--- config.mk ---
export PLATFORM = sky130hd
export DESIGN_NAME = riscv_mem_arbiter
export DESIGN_NICKNAME = d
export VERILOG_FILES = /design/src/rtl/riscv_mem_arbiter.sv
export SDC_FILE = /design/constraint.sdc
export NUM_CORES = 1
export LEC_CHECK = 0
export CORE_AREA = 2 2 109 111
export DETAILED_ROUTE_END_ITERATION = 7
export DIE_AREA = 0 0 111 113
export MAX_ROUTING_LAYER = met4
export PLACE_DENSITY = 0.84
export SETUP_SLACK_MARGIN = 0.2
export SYNTH_ARGS = -nofsm -noshare
export SYNTH_HDL_FRONTEND = slang
export SYNTH_SLANG_ARGS = --single-unit
--- constraint.sdc ---
create_clock -name CLK -period 3.5 [get_ports CLK]
set_input_delay 0.525 -clock CLK [delete_from_list [all_inputs] [get_ports CLK]]
set_output_delay 0.525 -clock CLK [all_outputs]
set_load 0.03 [all_outputs]
--- src/rtl/riscv_mem_arbiter.sv ---
// Shares one single-port SRAM between fetch and data ports.
// ARB_STARVE_GUARD_EN adds the fetch starvation guard.
module riscv_mem_arbiter #(
  parameter int AWIDTH   = 12,
  parameter int DWIDTH   = 32,
  parameter int MAX_WAIT = 3
) (
  input  logic              CLK,
  input  logic              RSTn,
  input  logic              I_REQ,
  input  logic [AWIDTH-1:0] I_ADDR,
  output logic              I_GNT,
  output logic              I_RVALID,
  output logic [DWIDTH-1:0] I_RDATA,
  input  logic              D_REQ,
  input  logic              D_WEN,
  input  logic [3:0]        D_BE,
  input  logic [AWIDTH-1:0] D_ADDR,
  input  logic [DWIDTH-1:0] D_WDATA,
  output logic              D_GNT,
  output logic              D_RVALID,
  output logic [DWIDTH-1:0] D_RDATA,
  output logic              M_CSN,
  output logic              M_WEN,
  output logic [3:0]        M_BE,
  output logic [AWIDTH-1:0] M_ADDR,
  output logic [DWIDTH-1:0] M_DOUT,
  input  logic [DWIDTH-1:0] M_DIN,
  output logic [31:0]       I_WAIT_CNT,
  output logic [31:0]       D_WAIT_CNT
);

  typedef enum logic [1:0] {
    OWN_NONE,
    OWN_I,
    OWN_DR
  } own_e;

  own_e        own_q, own_d;
  logic        i_win, d_win, force_i;
  logic [31:0] iw_q, iw_d;
  logic [31:0] dw_q, dw_d;

  if (MAX_WAIT < 1 || MAX_WAIT > 15) begin : g_bad_max_wait
    $error("MAX_WAIT must be in 1..15");
  end

`ifdef ARB_STARVE_GUARD_EN
  localparam logic [3:0] MaxW = 4'(MAX_WAIT);

  logic [3:0] starve_q, starve_d;

  assign force_i = I_REQ && (starve_q == MaxW);

  always_comb begin
    starve_d = '0;
    if (I_REQ && !i_win) begin
      starve_d = (starve_q == MaxW) ? starve_q
                                    : starve_q + 4'd1;
    end
  end

  always_ff @(posedge CLK) begin
    if (!RSTn) starve_q <= '0;
    else       starve_q <= starve_d;
  end
`else
  assign force_i = 1'b0;
`endif

  // Grants are held off while reset is asserted.
  always_comb begin
    i_win = 1'b0;
    d_win = 1'b0;
    if (RSTn) begin
      if (force_i)    i_win = 1'b1;
      else if (D_REQ) d_win = 1'b1;
      else if (I_REQ) i_win = 1'b1;
    end
  end

  assign I_GNT = i_win;
  assign D_GNT = d_win;

  always_comb begin
    M_CSN  = 1'b1;
    M_WEN  = 1'b1;
    M_BE   = 4'b0000;
    M_ADDR = '0;
    M_DOUT = '0;
    own_d  = OWN_NONE;
    unique case (1'b1)
      i_win: begin
        M_CSN  = 1'b0;
        M_ADDR = I_ADDR;
        own_d  = OWN_I;
      end
      d_win: begin
        M_CSN  = 1'b0;
        M_WEN  = D_WEN;
        M_BE   = D_BE;
        M_ADDR = D_ADDR;
        M_DOUT = D_WDATA;
        own_d  = D_WEN ? OWN_DR : OWN_NONE;
      end
      default: ;
    endcase
  end

  always_comb begin
    iw_d = iw_q;
    dw_d = dw_q;
    if (I_REQ && !i_win && iw_q != '1)
      iw_d = iw_q + 32'd1;
    if (D_REQ && !d_win && dw_q != '1)
      dw_d = dw_q + 32'd1;
  end

  always_ff @(posedge CLK) begin
    if (!RSTn) begin
      own_q <= OWN_NONE;
      iw_q  <= '0;
      dw_q  <= '0;
    end else begin
      own_q <= own_d;
      iw_q  <= iw_d;
      dw_q  <= dw_d;
    end
  end

  assign I_RVALID   = (own_q == OWN_I);
  assign D_RVALID   = (own_q == OWN_DR);
  assign I_RDATA    = I_RVALID ? M_DIN : '0;
  assign D_RDATA    = D_RVALID ? M_DIN : '0;
  assign I_WAIT_CNT = iw_q;
  assign D_WAIT_CNT = dw_q;

endmodule

==> results.md <==
- Post-Synth XOR/XNOR Area: 0.737%
- Syn. warnings: 0
- Post-DP HPWL: 12100 µm
- Root buffer cell: clkbuf_16
- Worst skew pair latency: 0.32 ns
- Worst path required time: 2.97 ns
- Synth top area share: 37.0%
- Initial antenna violation count: 0
- Hold Crit Depth: 1
- Min Tclk post-route: 2.78 ns
- Worst slew margin: 46.9%
- TNS Setup: 0 ns
- WP depth: 4
- Cell taking the most area after synthesis: dfxtp_1
- Critical Path Slowest Stage Cell: clkdlybuf4s50_1
- Worst r2r src: I_WAIT_CNT[9]
- Largest net degree at the start of global routing: 54
- 1st-iter DRT viols: 204
- GP Congestion: 0.918
- Post-DRT Antenna Nets: 0
- Max Cap Violations: 0
- Synth top area cells: dfxtp_1 37%, and2_1 17%, and3_1 7.2%
- Maximum vdd drop: 335 µV
- Post-Synth Adder-Cell Area: 0.702%
- Setup repair bufs after CTS: 0
- Cts hold-fix bufs: 0
- Register area share after synthesis: 37.0%
- H-tree levels: 3
- Area grow syn2layout: 88.6%
- Status: finished, final reports clean
- Synthesized flop and latch total: 66
- Synth Cell Area: 3570 µm²
- Mapped Nets: 524
- Async S/R FF share, synth: 0%
- Max-slew violation count: 0
- Global-route wire length before repair: 23200 µm
- Remaining DRCs: 0
- Highest Clock Rate: 360 MHz
- Syn_area_per_cell: 8.39 µm²
- Slowest stage delay, CP: 0.71 ns
- DIE HEIGHT: 113 µm
- Cell mode on critical path: clkdlybuf4s50_1
- Rows: 39
- DR vias/cell: 5.05
- Worst Path Max Fanout: 41
- Leakage dissipation: 0.00257 µW
- CP top delay family: buffers and inverters
- Number of synthesized flops with an enable pin: 0
- Register Area: 1320 µm²
- Core outline area: 11300 µm²
- Startpoint Class: input port
- Fin crit share: 79.4%
- Pwr/cell area: 308 nW/µm²
- CTS tree: yes
- Netlist cell types: 48
- Worst Tran Pin Value: 0.789 ns
- Mux cell area share after synthesis: 1.68%
- Share of cells above drive strength 1: 7.18%
- Setup-failing EPs final: 0
- Worst R2R End: I_WAIT_CNT[6]
- Overflow after GRT: 0
- Synth Area in Compound Gates: 12.6%
- Placed Instances: 824
- Total wire length: 15500 µm
- Number of global-route vias before repair: 4196
- Skew final: 0.00575 ns
- Worst-path cell chain: clkdlybuf4s50_1 > buf_4 > and3_1 > clkdlybuf4s50_1
- Die footprint: 12500 µm²
- Ant diodes: 0
- Post-Syn Instances: 425
- Hold path start: D_WAIT_CNT[30]
- Endpoint type of the worst setup path: primary output
- Layout Nets: 791
- All-Layer GR Usage: 24.1%
- Crit path buf inv count: 3
- Avg WL per Cell: 18.5 µm
- WP data arrival: 2.25 ns
- DRT Pass-1 Iters: 4
- CTS Sinks: 66
- Top_reg_cell synth: dfxtp_1
- Main combinational cell family by area after synthesis: simple AND/OR/NAND/NOR gates
- TritonCTS Buffers: 9
- R2R depth: 6
- Clk slew on worst S/H paths: 0.05 ns
- Initial Utilization: 31.6%
- Non-Filler Instances: 839
- RSZ-0062 raised after global routing: no
- Max Buffers Root-to-Sink: 2
- Worst hold path class: register to register
- Post_cts resized: 0
- Simple-Gate Fraction of Synth Area: 43.1%
- Fin. Hold Viols: 0
- CP Class: input port to primary output
- Fillers: 968
- IO Pins: 279
- Flop2flop setup slack: 1.22 ns
- DR vias: 4240
- Die W: 111 µm
- End of the worst hold path: D_WAIT_CNT[30]
- I/O Buffers: 278
- Most frequent cells after synthesis: 97 x and2_1, 66 x dfxtp_1, 41 x and3_1
- Count leader, synth: and2_1
- CP startpoint: D_REQ
- Multi-input gate area: 2100 µm²
registers in the layout, indices dropped and copies added (netlist names):
name	cells
I_WAIT_CNT	32
own_q	2
D_WAIT_CNT	32
per-stage QoR:
step | area, µm² | util (%) | hold slack, ns | power, µW | worst slack [ns]
global route | 6730 | 59.7 | 0.468 | 2130 | 0.583
global placement | 6420 | 57.0 | 0.443 | 1170 | 0.713
CTS | 6730 | 59.7 | 0.460 | 2080 | 0.714
floorplan | 3570 | - | 0.597 | 944 | 1.04
detailed placement | 6420 | 57.0 | 0.445 | 1170 | 0.716
finish | 6730 | 59.7 | 0.458 | 2070 | 0.723
worst reg2reg max path, cell delays in order, from the launching register on:
cell,delay (ns)
dfxtp_1,0.56
nand4_1,0.27
or2_1,0.35
nor4_4,0.41
buf_4,0.33
o311ai_0,0.16
o41ai_1,0.09
metal layers:
layer	part of all wire (%)	up-vias	global-route usage [%]
met5	0	-	-
met4	1.3	0	6.25
li1	-	2037	-
met3	9.5	18	8.19
met2	46	206	39.5
met1	43	1979	28.5
logic make-up (layout without fill, tap and decap cells):
group           count (synthesis)  in the layout
simple gates                  250            250
flops                          66             66
compound gates                 65             65
buf+inv                        33            304
mux                             6              6
xor+xnor                        3              3
fa+ha+maj                       2              2
layout make-up:
class,instances,share of cell area (%)
Timing Repair Buffer,285,41.7
Multi-Input combinational cell,326,31.2
Sequential cell,66,19.6
Clock buffer,13,4.02
Tap cell,143,2.66
Clock inverter,2,0.521
Inverter,4,0.223
worst max path at each step:
stage                     slack, ns          to
after CTS                      0.71  M_DOUT[19]
after detailed placement       0.72  M_ADDR[10]
after global routing           0.58   M_ADDR[0]
after floorplan                1.04  M_ADDR[11]
after global placement         0.71  M_DOUT[19]
final                          0.72  M_DOUT[19]
power by group:
part,switching [µW],internal (µW)
clock network,311,604
logic,199,201
registers,2.71,755
total,513,1560
layout by cell type, fill, tap and decap left out, types with 8 or more instances in the layout:
cell type	synthesis	final
a21oi_1	20	20
a22o_1	12	12
and2_1	97	97
and3_1	41	41
buf_4	2	20
clkbuf_16	0	9
clkdlybuf4s50_1	0	263
dfxtp_1	66	66
nand2_1	27	27
nand2b_1	10	10
nand3_1	11	11
nand4_1	10	10
nor2_1	10	10
o21ai_0	13	13
o31ai_1	8	8
or3_1	10	10
or4_1	8	8
Note: power is estimated with default switching activity, not from simulation.
